`src/rtl/irst_misr_collector.sv`:
```
// ---------------------------------------------------------------------------
// irst_misr_collector
//
// After the register file finishes its initial-reset sequence, this block
// walks every register through a dedicated read port and folds the contents
// into a MISR signature. The signature is published on rand_data and stays
// there until a later collection completes and replaces it.
//
// Ports
//   clk            in   rising-edge clock
//   rst            in   synchronous active-high reset
//   irst_done      in   register file initial-reset complete (level)
//   irst_reg_data  in   register contents at irst_rd_addr (combinational)
//   irst_rd_addr   out  register index being sampled (0 outside COLLECT)
//   rearm          in   single-cycle request to leave DONE for IDLE
//   busy           out  high while collecting
//   rand_data      out  completed signature, held after completion
//   rand_valid     out  high while rand_data holds a completed signature
//
// States
//   state   | meaning
//   IDLE    | waiting for irst_done
//   COLLECT | absorbing one register per cycle, cnt = register index
//   DONE    | signature published, waiting for rearm
// ---------------------------------------------------------------------------
module irst_misr_collector #(
    parameter int                    NUM_REGS   = 8,
    parameter int                    DATA_WIDTH = 16,
    parameter int                    SIG_WIDTH  = 32,
    parameter logic [SIG_WIDTH-1:0]  SEED       = 32'h0000_0000,
    parameter logic [SIG_WIDTH-1:0]  POLY       = 32'h04C1_1DB7,
    parameter int                    ADDR_W     = $clog2(NUM_REGS)
) (
    input  logic                  clk,
    input  logic                  rst,
    input  logic                  irst_done,
    input  logic [DATA_WIDTH-1:0] irst_reg_data,
    output logic [ADDR_W-1:0]     irst_rd_addr,
    input  logic                  rearm,
    output logic                  busy,
    output logic [SIG_WIDTH-1:0]  rand_data,
    output logic                  rand_valid
);

    typedef enum logic [1:0] {
        IDLE    = 2'd0,
        COLLECT = 2'd1,
        DONE    = 2'd2
    } state_t;

    localparam logic [ADDR_W-1:0] LAST_IDX = ADDR_W'(NUM_REGS - 1);

    state_t                 state_q, state_d;
    logic [ADDR_W-1:0]      cnt_q, cnt_d;
    logic [SIG_WIDTH-1:0]   sig_q, sig_d;
    logic                   busy_q, busy_d;
    logic [SIG_WIDTH-1:0]   rand_data_q, rand_data_d;
    logic                   rand_valid_q, rand_valid_d;
    logic [SIG_WIDTH-1:0]   sig_next;

    always_ff @(posedge clk) begin
        if (rst) begin
            state_q      <= IDLE;
            cnt_q        <= '0;
            sig_q        <= SEED;
            busy_q       <= 1'b0;
            rand_data_q  <= '0;
            rand_valid_q <= 1'b0;
        end else begin
            state_q      <= state_d;
            cnt_q        <= cnt_d;
            sig_q        <= sig_d;
            busy_q       <= busy_d;
            rand_data_q  <= rand_data_d;
            rand_valid_q <= rand_valid_d;
        end
    end

    always_comb begin
        // One MISR step: shift, fold the outgoing MSB back through POLY,
        // then XOR in the zero-extended register word.
        sig_next = {sig_q[SIG_WIDTH-2:0], 1'b0}
                 ^ (sig_q[SIG_WIDTH-1] ? POLY : '0)
                 ^ {{(SIG_WIDTH-DATA_WIDTH){1'b0}}, irst_reg_data};

        state_d      = state_q;
        cnt_d        = cnt_q;
        sig_d        = sig_q;
        busy_d       = busy_q;
        rand_data_d  = rand_data_q;
        rand_valid_d = rand_valid_q;
        irst_rd_addr = '0;

        case (state_q)
            IDLE: begin
                if (irst_done) begin
                    state_d      = COLLECT;
                    cnt_d        = '0;
                    sig_d        = SEED;
                    busy_d       = 1'b1;
                    rand_valid_d = 1'b0;
                end
            end
            COLLECT: begin
                // irst_done and rearm are deliberately ignored here: once a
                // scan starts it always runs to completion (or reset).
                irst_rd_addr = cnt_q;
                sig_d        = sig_next;
                cnt_d        = cnt_q + ADDR_W'(1);
                if (cnt_q == LAST_IDX) begin
                    rand_data_d  = sig_next;
                    state_d      = DONE;
                    busy_d       = 1'b0;
                    rand_valid_d = 1'b1;
                    cnt_d        = '0;
                end
            end
            DONE: begin
                // rand_data is kept on rearm so the last signature stays
                // visible until a new one replaces it.
                if (rearm) begin
                    state_d      = IDLE;
                    rand_valid_d = 1'b0;
                end
            end
            default: begin
                state_d      = IDLE;
                cnt_d        = '0;
                busy_d       = 1'b0;
                rand_valid_d = 1'b0;
            end
        endcase
    end

    assign busy       = busy_q;
    assign rand_data  = rand_data_q;
    assign rand_valid = rand_valid_q;

endmodule

```
`config.mk`:
```
export PLATFORM = sky130hd
export DESIGN_NAME = irst_misr_collector
export DESIGN_NICKNAME = d
export VERILOG_FILES = /design/src/rtl/irst_misr_collector.sv
export SDC_FILE = /design/constraint.sdc
export NUM_CORES = 1
export LEC_CHECK = 0
export CAP_MARGIN = 20
export CORE_UTILIZATION = 30
export CTS_BUF_LIST = sky130_fd_sc_hd__clkbuf_8
export CTS_CLUSTER_DIAMETER = 60
export DETAILED_ROUTE_END_ITERATION = 8
export SLEW_MARGIN = 10
export SYNTH_ARGS = -nofsm -noshare
export SYNTH_HDL_FRONTEND = slang
export SYNTH_SLANG_ARGS = --single-unit
export TNS_END_PERCENT = 20
```
`constraint.sdc`:
```
create_clock -name clk -period 3.1 [get_ports clk]
set_clock_uncertainty 0.1 [all_clocks]
set_input_delay 0.62 -clock clk [delete_from_list [all_inputs] [get_ports clk]]
set_output_delay 0.62 -clock clk [all_outputs]
set_load 0.01 [all_outputs]
```
# == After elaboration in Yosys (flattened, before gate mapping) ==
# Index checks and enable logic that the tools add are counted.
# word_totals
ff_bits,71
input_bits,20
elab_cells,41
# classes
addsub,1
n_eq_ne,6
n_mux,18
bitwise,3
reduce_logical,7
# ops
cell,count
$pmux W32 S2,1
$mux W32,1
$xor A32 B16 Y32,1
$xor A32 B27 Y32,1
$mux W27,1
$mux W3,3
$pmux W3 S3,1
$mux W2,3
$ne A2 B2 Y1 const B,3
$pmux W1 S3,2
$pmux W2 S3,1
$reduce_and A2 Y1,3
$reduce_and A3 Y1,2
$mux W1,5
$add A3 B1 Y3 const B,1
$eq A3 B3 Y1 const B,1
$eq A2 B1 Y1 const B,1
$eq A2 B2 Y1 const B,1
$logic_not A2 Y1,1
$reduce_bool A2 Y1,1
$not A1 Y1,1

# == Longest topological paths before layout ==
# Gate-level depths: netlist of the first run.
# depth
ltp_word,4
mapped_depth,7

# == Worst setup path before layout of the first run ==
# Ideal clock, no wire load.
# synth_timing
path_kind,reg-to-output
start,"reg, netlist name rand_valid"
end,out irst_rd_addr[0]
arrival_ns,1.096
required_ns,2.380
slack_ns,1.284
stages_incl_launch_ff,6
path_buffers,3
path_cell_list,dfxtp_1 -> buf_2 -> nor2b_1 -> buf_2 -> buf_2 -> and2_1
# synth_lines
item,line,rtl
to (decl),38,"output logic [ADDR_W-1:0] irst_rd_addr,"

# == Worst setup path after layout of the first run ==
# layout_timing
start,reg state_q[0]
end,out irst_rd_addr[0]
# layout_between
elab_chain_cells,2
# layout_lines
item,line,rtl
from (decl),53,"state_t state_q, state_d;"
from (signal assigned),70,state_q <= state_d;
$eq A2 B1 Y1,94,case (state_q)
$mux W3,94,
# No other way between the ends.

==> results of run 1 <==
[per-layer routing]
metal / GRT usage, % / routed length [um] / part of all wire [%]
met5: 0 / 0 / 0
met4: 5.17 / 82 / 1.4
met3: 3.81 / 234 / 3.9
met2: 22.3 / 2800 / 47
met1: 16.5 / 2880 / 48
[layout by cell type, fill, tap and decap left out, types with 6 or more instances in the layout]
| cell | n |
|---|---|
| dfxtp_1 | 70 |
| clkdlybuf4s50_1 | 55 |
| nor2_1 | 49 |
| nand2_1 | 24 |
| a22oi_1 | 20 |
| xor2_1 | 17 |
| a21oi_1 | 13 |
| xnor2_1 | 12 |
| clkbuf_8 | 12 |
| o21ai_0 | 11 |
| nand3b_1 | 10 |
| o2bb2ai_1 | 9 |
| nor3_1 | 8 |
| buf_4 | 6 |
[worst max-delay path: cells and delay by family, from the launching register on]
family	cells	cell delay, ns
buf+inv	1	0.53
flops	1	0.48
simple gates	2	0.37
[metrics by stage]
step,hold slack [ns],instances,utilization [%],area [sq um]
after floorplan,0.345,292,-,2720
after global placement,0.344,439,38.0,3330
after detailed placement,0.350,439,38.0,3330
after CTS,0.360,455,40.7,3570
after global routing,0.376,455,40.7,3570
final,0.355,455,40.7,3570
[final timing paths]
kind / from / endpoint / slack, ns / cells past startpoint
worst min-delay path: rand_data[20] / rand_data[20] / 0.36 / 2
worst max register to register: cnt_q[0] / rand_data[11] / 0.88 / 5
worst max-delay path: state_q[0] / irst_rd_addr[0] / 0.66 / 3
worst min register to register: rand_data[20] / rand_data[20] / 0.36 / 2
[power breakdown]
part | internal, uW | switching (uW) | leakage [uW] | total (uW)
registers | 914 | 12.5 | 0.000566 | 927
logic | 62.7 | 67.2 | 0.000611 | 130
clock network | 515 | 323 | 0.000124 | 838
[sequential cells by signal, indices dropped and copies added, names as in the netlist]
name and cells:
sig_q 32, state_q 1, cnt_q 3, busy 1
rand_valid 1, rand_data 32
[layout make-up]
cell class	instances	area (sq um)
inverter	1	3.75
multi-input combinational	198	1190
fill	884	5190
timing repair buffer	62	601
clock buffer	12	165
clock inverter	4	68.8
tap	108	135
sequential	70	1400
[logic make-up (layout without fill, tap and decap cells)]
group	Yosys count	in the layout	share of synthesized area (%)
buffers and inverters	24	79	4.74
and+or+nand+nor	103	103	17.2
xor gates and xnor gates	29	29	9.35
DFF	70	70	51.6
adders and majority gates	2	2	0.921
AOI/OAI and AO/OA	64	64	16.2
==> flow_summary.toml, run 1 <==
[status]
status = "complete, no violations"

[global_route]
grt_pass1_vias = 2150
grt_pass1_wl_mm = 10.2
grtUsageTotal_pct = 13.4
overflow = 0
grt_max_degree = 30
antenna_found_initial = 0

[floorplan]
die_area_sq_um = 9440
die_x_um = 97.2
rows = 34
die_h_um = 97.2
ios = 57
core_sq_um = 8760
start_util_pct = 31.0

[clock_tree]
clk_pin_slew_ns = 0.07
cts_made_buffers = 9
insertion_delay_ns = 0.33
h-tree-depth = 3
cts_resized = 0
cts_tree = "yes"
cts_setup_buffers = 0
clockRootBuffer = "clkbuf_8"
cts_hold_repair.buffers = 0
clockBufferDepth = 2
clock_sinks = 70

[final_layout]
drive_gt1_share_pct = 6.92
final_nets = 364
antenna_cells = 0
areaGrowthSynthToFinish_pct = 31.3

[worst_setup_path]
cp_cell_sequence = "nor2b_2, and2_1, clkdlybuf4s50_1"
path_class = "flip-flop to primary output"
cp.required_ns = 2.38
crit_slowest_cell = "clkdlybuf4s50_1"
crit_fanout = 9
cpPeakStageDelay_ns = 0.53
cp-end-kind = "primary output"
crit_arrival_ns = 1.72
crit_path_start_kind = "flip-flop"

[sta]
period_minus_slack_ns = 2.44
fmax_ghz = 0.410
period_share_pct = 78.6
timing_hold_violations_final = 0
worst_pin_slew_ns = 0.924
max_slew_margin_pct = 38.3
rsz0062_at_grt = "false"
finalSetupViolCount = 0
fin_setup_tns_ns = 0
drv_slew = 0
setup_ws_ns = 0.663

[synthesis]
ys_types = 27
syn_area_sq_um = 2720
synth_largest_area_cell = "dfxtp_1"
synth_seq_cells = 70
postSynthNetCount = 314
synth_edf_count = 0
synthTopCellsByArea = "dfxtp_1, nor2_1, a22oi_1"
synth.top_cells.by_count = "dfxtp_1, nor2_1, nand2_1"
synth_top_area_share_pct = 51.6
synthCells = 292
async_flop_share_pct = 0
synth_warnings = 0
synth_most_common_cell = "dfxtp_1"
syn_avg_cell_area_sq_um = 9.31
yosysSeqAreaShare_pct = 51.6
synth-main-ff-cell = "dfxtp_1"

[job]
drv_cap = 0

[placed_design]
io_buffers = 56
place_ws_ns = 0.920
place_hpwl_mm = 4.02
routabilityCongestion = 0.708

[power_and_ir_drop]
max-vdd-ir-drop_mv = 0.200
totalPowerFinal_uw = 1890
powerDensity_nw_per_um2 = 531
power.leakage_uw = 0.00130

[detailed_routing]
vias_per_cell = 4.72
final_antenna_net_count = 0
firstDrtPassIters = 4
num_vias = 2148
wl_per_cell_um = 13.2
drcViolationCount = 0
drt_iter0_markers = 69
drt_wl_total_mm = 6.00

[hold_path]
hold_path_class = "flip-flop to flip-flop"
Note: power is estimated with default switching activity, not from simulation.
==> inputs of run 2 (changes only) <==
==> constraint.sdc (replaced) <==
create_clock -name clk -period 2 [get_ports clk]
set_clock_uncertainty 0.1 [all_clocks]
set_input_delay 0.4 -clock clk [delete_from_list [all_inputs] [get_ports clk]]
set_output_delay 0.4 -clock clk [all_outputs]
set_load 0.01 [all_outputs]
==> run 2 against run 1 <==
  * Flip-flop and latch count is the same
  * Via count grew 1.6%
  * Sequential power grew 54%
  * Design area grew 0.35%
  * Register-to-register slack lost 0.71 ns
  * Largest cell class unchanged
==> flow_summary.toml, run 2 (synthesis gave the netlist of run 1 again) <==
[detailed_routing]
num_vias = 2182
final_antenna_net_count = 0
routed.top_layer = "met4"
drt_iter0_markers = 90
firstDrtPassIters = 4
drcViolationCount = 0
routed-wl-met3_um = 285
vias_per_cell = 4.75
dr_wl_met2_mm = 2.97
m1WireLength_mm = 2.75
drt_wl_total_mm = 6.05
wl_per_cell_um = 13.2

[power_and_ir_drop]
power.leakage_uw = 0.00133
max-vdd-ir-drop_mv = 0.447
powerDensity_nw_per_um2 = 761
totalPowerFinal_uw = 2720

[floorplan]
start_util_pct = 31.0
die_x_um = 97.2
core_sq_um = 8760
die_area_sq_um = 9440
ios = 57
die_h_um = 97.2
rows = 34

[placed_design]
place_hpwl_mm = 4.06
place_ws_ns = 0.0367
io_buffers = 56
routabilityCongestion = 0.747
placed_area_sq_um = 3390

[clock_tree]
cts_setup_buffers = 0
clockRootBuffer = "clkbuf_8"
clk_pin_slew_ns = 0.07
cts_made_buffers = 9
clock_sinks = 70
cts_tree = "yes"
clockBufferDepth = 2
cts_resized = 4
insertion_delay_ns = 0.34
h-tree-depth = 3
cts_hold_repair.buffers = 0

[job]
drv_cap = 0

[sta]
drv_slew = 0
period_minus_slack_ns = 1.91
finalSetupViolCount = 0
fin_hold_ws_ns = 0.305
fin_setup_tns_ns = 0
max_slew_margin_pct = 52.3
worst_pin_slew_ns = 0.714
timing_hold_violations_final = 0
rsz0062_at_grt = "false"
fmax_ghz = 0.523
period_share_pct = 95.7
setup_ws_ns = 0.0863

[worst_setup_path]
cpPeakStageDelay_ns = 0.54
crit_slowest_cell = "clkdlybuf4s50_1"
cp_cell_sequence = "buf_4, clkdlybuf4s50_1"
crit_path_start_kind = "flip-flop"
path_class = "flip-flop to primary output"
cp-end-kind = "primary output"
cp.required_ns = 1.50
crit_fanout = 10
crit_arrival_ns = 1.41

[final_layout]
areaGrowthSynthToFinish_pct = 31.8
fin_area_sq_um = 3580
final_common_cell = "dfxtp_1"
fill_cells = 878
mostFrequentLayoutCells = "dfxtp_1, clkdlybuf4s50_1, nor2_1, nand2_1, a22oi_1"
antenna_cells = 0
drive_gt1_share_pct = 7.98
final_nets = 368
multiInputGateArea_sq_um = 1200
ff_latch_area_sq_um = 1400

[global_route]
antenna_found_initial = 0
grtUsageTotal_pct = 13.6
grt_pass1_vias = 2162
overflow = 0
grt_pass1_wl_mm = 10.3
grt_max_degree = 31

[hold_path]
hold_path_class = "primary input to flip-flop"

[status]
status = "complete, no violations"
-- run 2: cell types whose count changed in the layout (fill, tap and decap cells not counted), sizes merged --
| cell | delta |
|---|---|
| buf | +4 |
| bufinv | -1 |
| clkbuf | -3 |
| clkdlybuf4s50 | -3 |
| clkinv | +4 |
| dlygate4sd2 | +3 |
-- run 2: critical path, delay by kind of cell (launching register included) --
kind / cells / cell delay [ns]
flops: 1 / 0.37
buf+inv: 2 / 0.71
-- run 2: routing by layer --
metal,global-route usage (%),vias to the layer above
met3,5.04,4
li1,-,1105
met1,16.1,1029
met4,4.13,0
met5,0,-
met2,22.8,44
-- run 2: metrics by stage --
stage          utilization, %  cells
2_1_floorplan               -    292
3_3_place_gp             38.7    443
3_5_place_dp             38.7    443
4_1_cts                  40.9    459
5_1_grt                  40.9    459
6_report                 40.9    459
-- run 2: final timing paths --
check,from,endpoint,slack (ns),cells past startpoint
worst min register to register,rand_data[30],rand_data[30],0.35,2
worst max-delay path,rand_valid,rand_valid,0.09,2
worst min-delay path,rst,sig_q[3],0.30,2
worst max register to register,cnt_q[0],rand_data[10],0.17,5
-- run 2: report_power, final --
group          total, uW  leakage (uW)  switching [uW]  internal [uW]
clock network       1080      0.000104             513            569
logic                211      0.000657             110            101
registers           1430      0.000566            15.9           1420
total               2720       0.00133             638           2090
-- run 2: area by class of cell --
class                      instances  area share, %
multi-input combinational        198           33.5
clock inverter                     7           1.85
clock buffer                       9           3.46
tap                              108           3.77
sequential                        70           39.1
timing repair buffer              66           18.2
inverter                           1          0.105
==> inputs of run 3 (changes only) <==
--- a/config.mk
+++ b/config.mk
@@ -8,7 +8,6 @@
 export CAP_MARGIN = 20
 export CORE_UTILIZATION = 30
 export CTS_BUF_LIST = sky130_fd_sc_hd__clkbuf_8
-export CTS_CLUSTER_DIAMETER = 60
 export DETAILED_ROUTE_END_ITERATION = 8
 export SLEW_MARGIN = 10
 export SYNTH_ARGS = -nofsm -noshare
==> results of run 3 <==
Same layout as run 2: the final DEF is identical, and so are final timing and power.
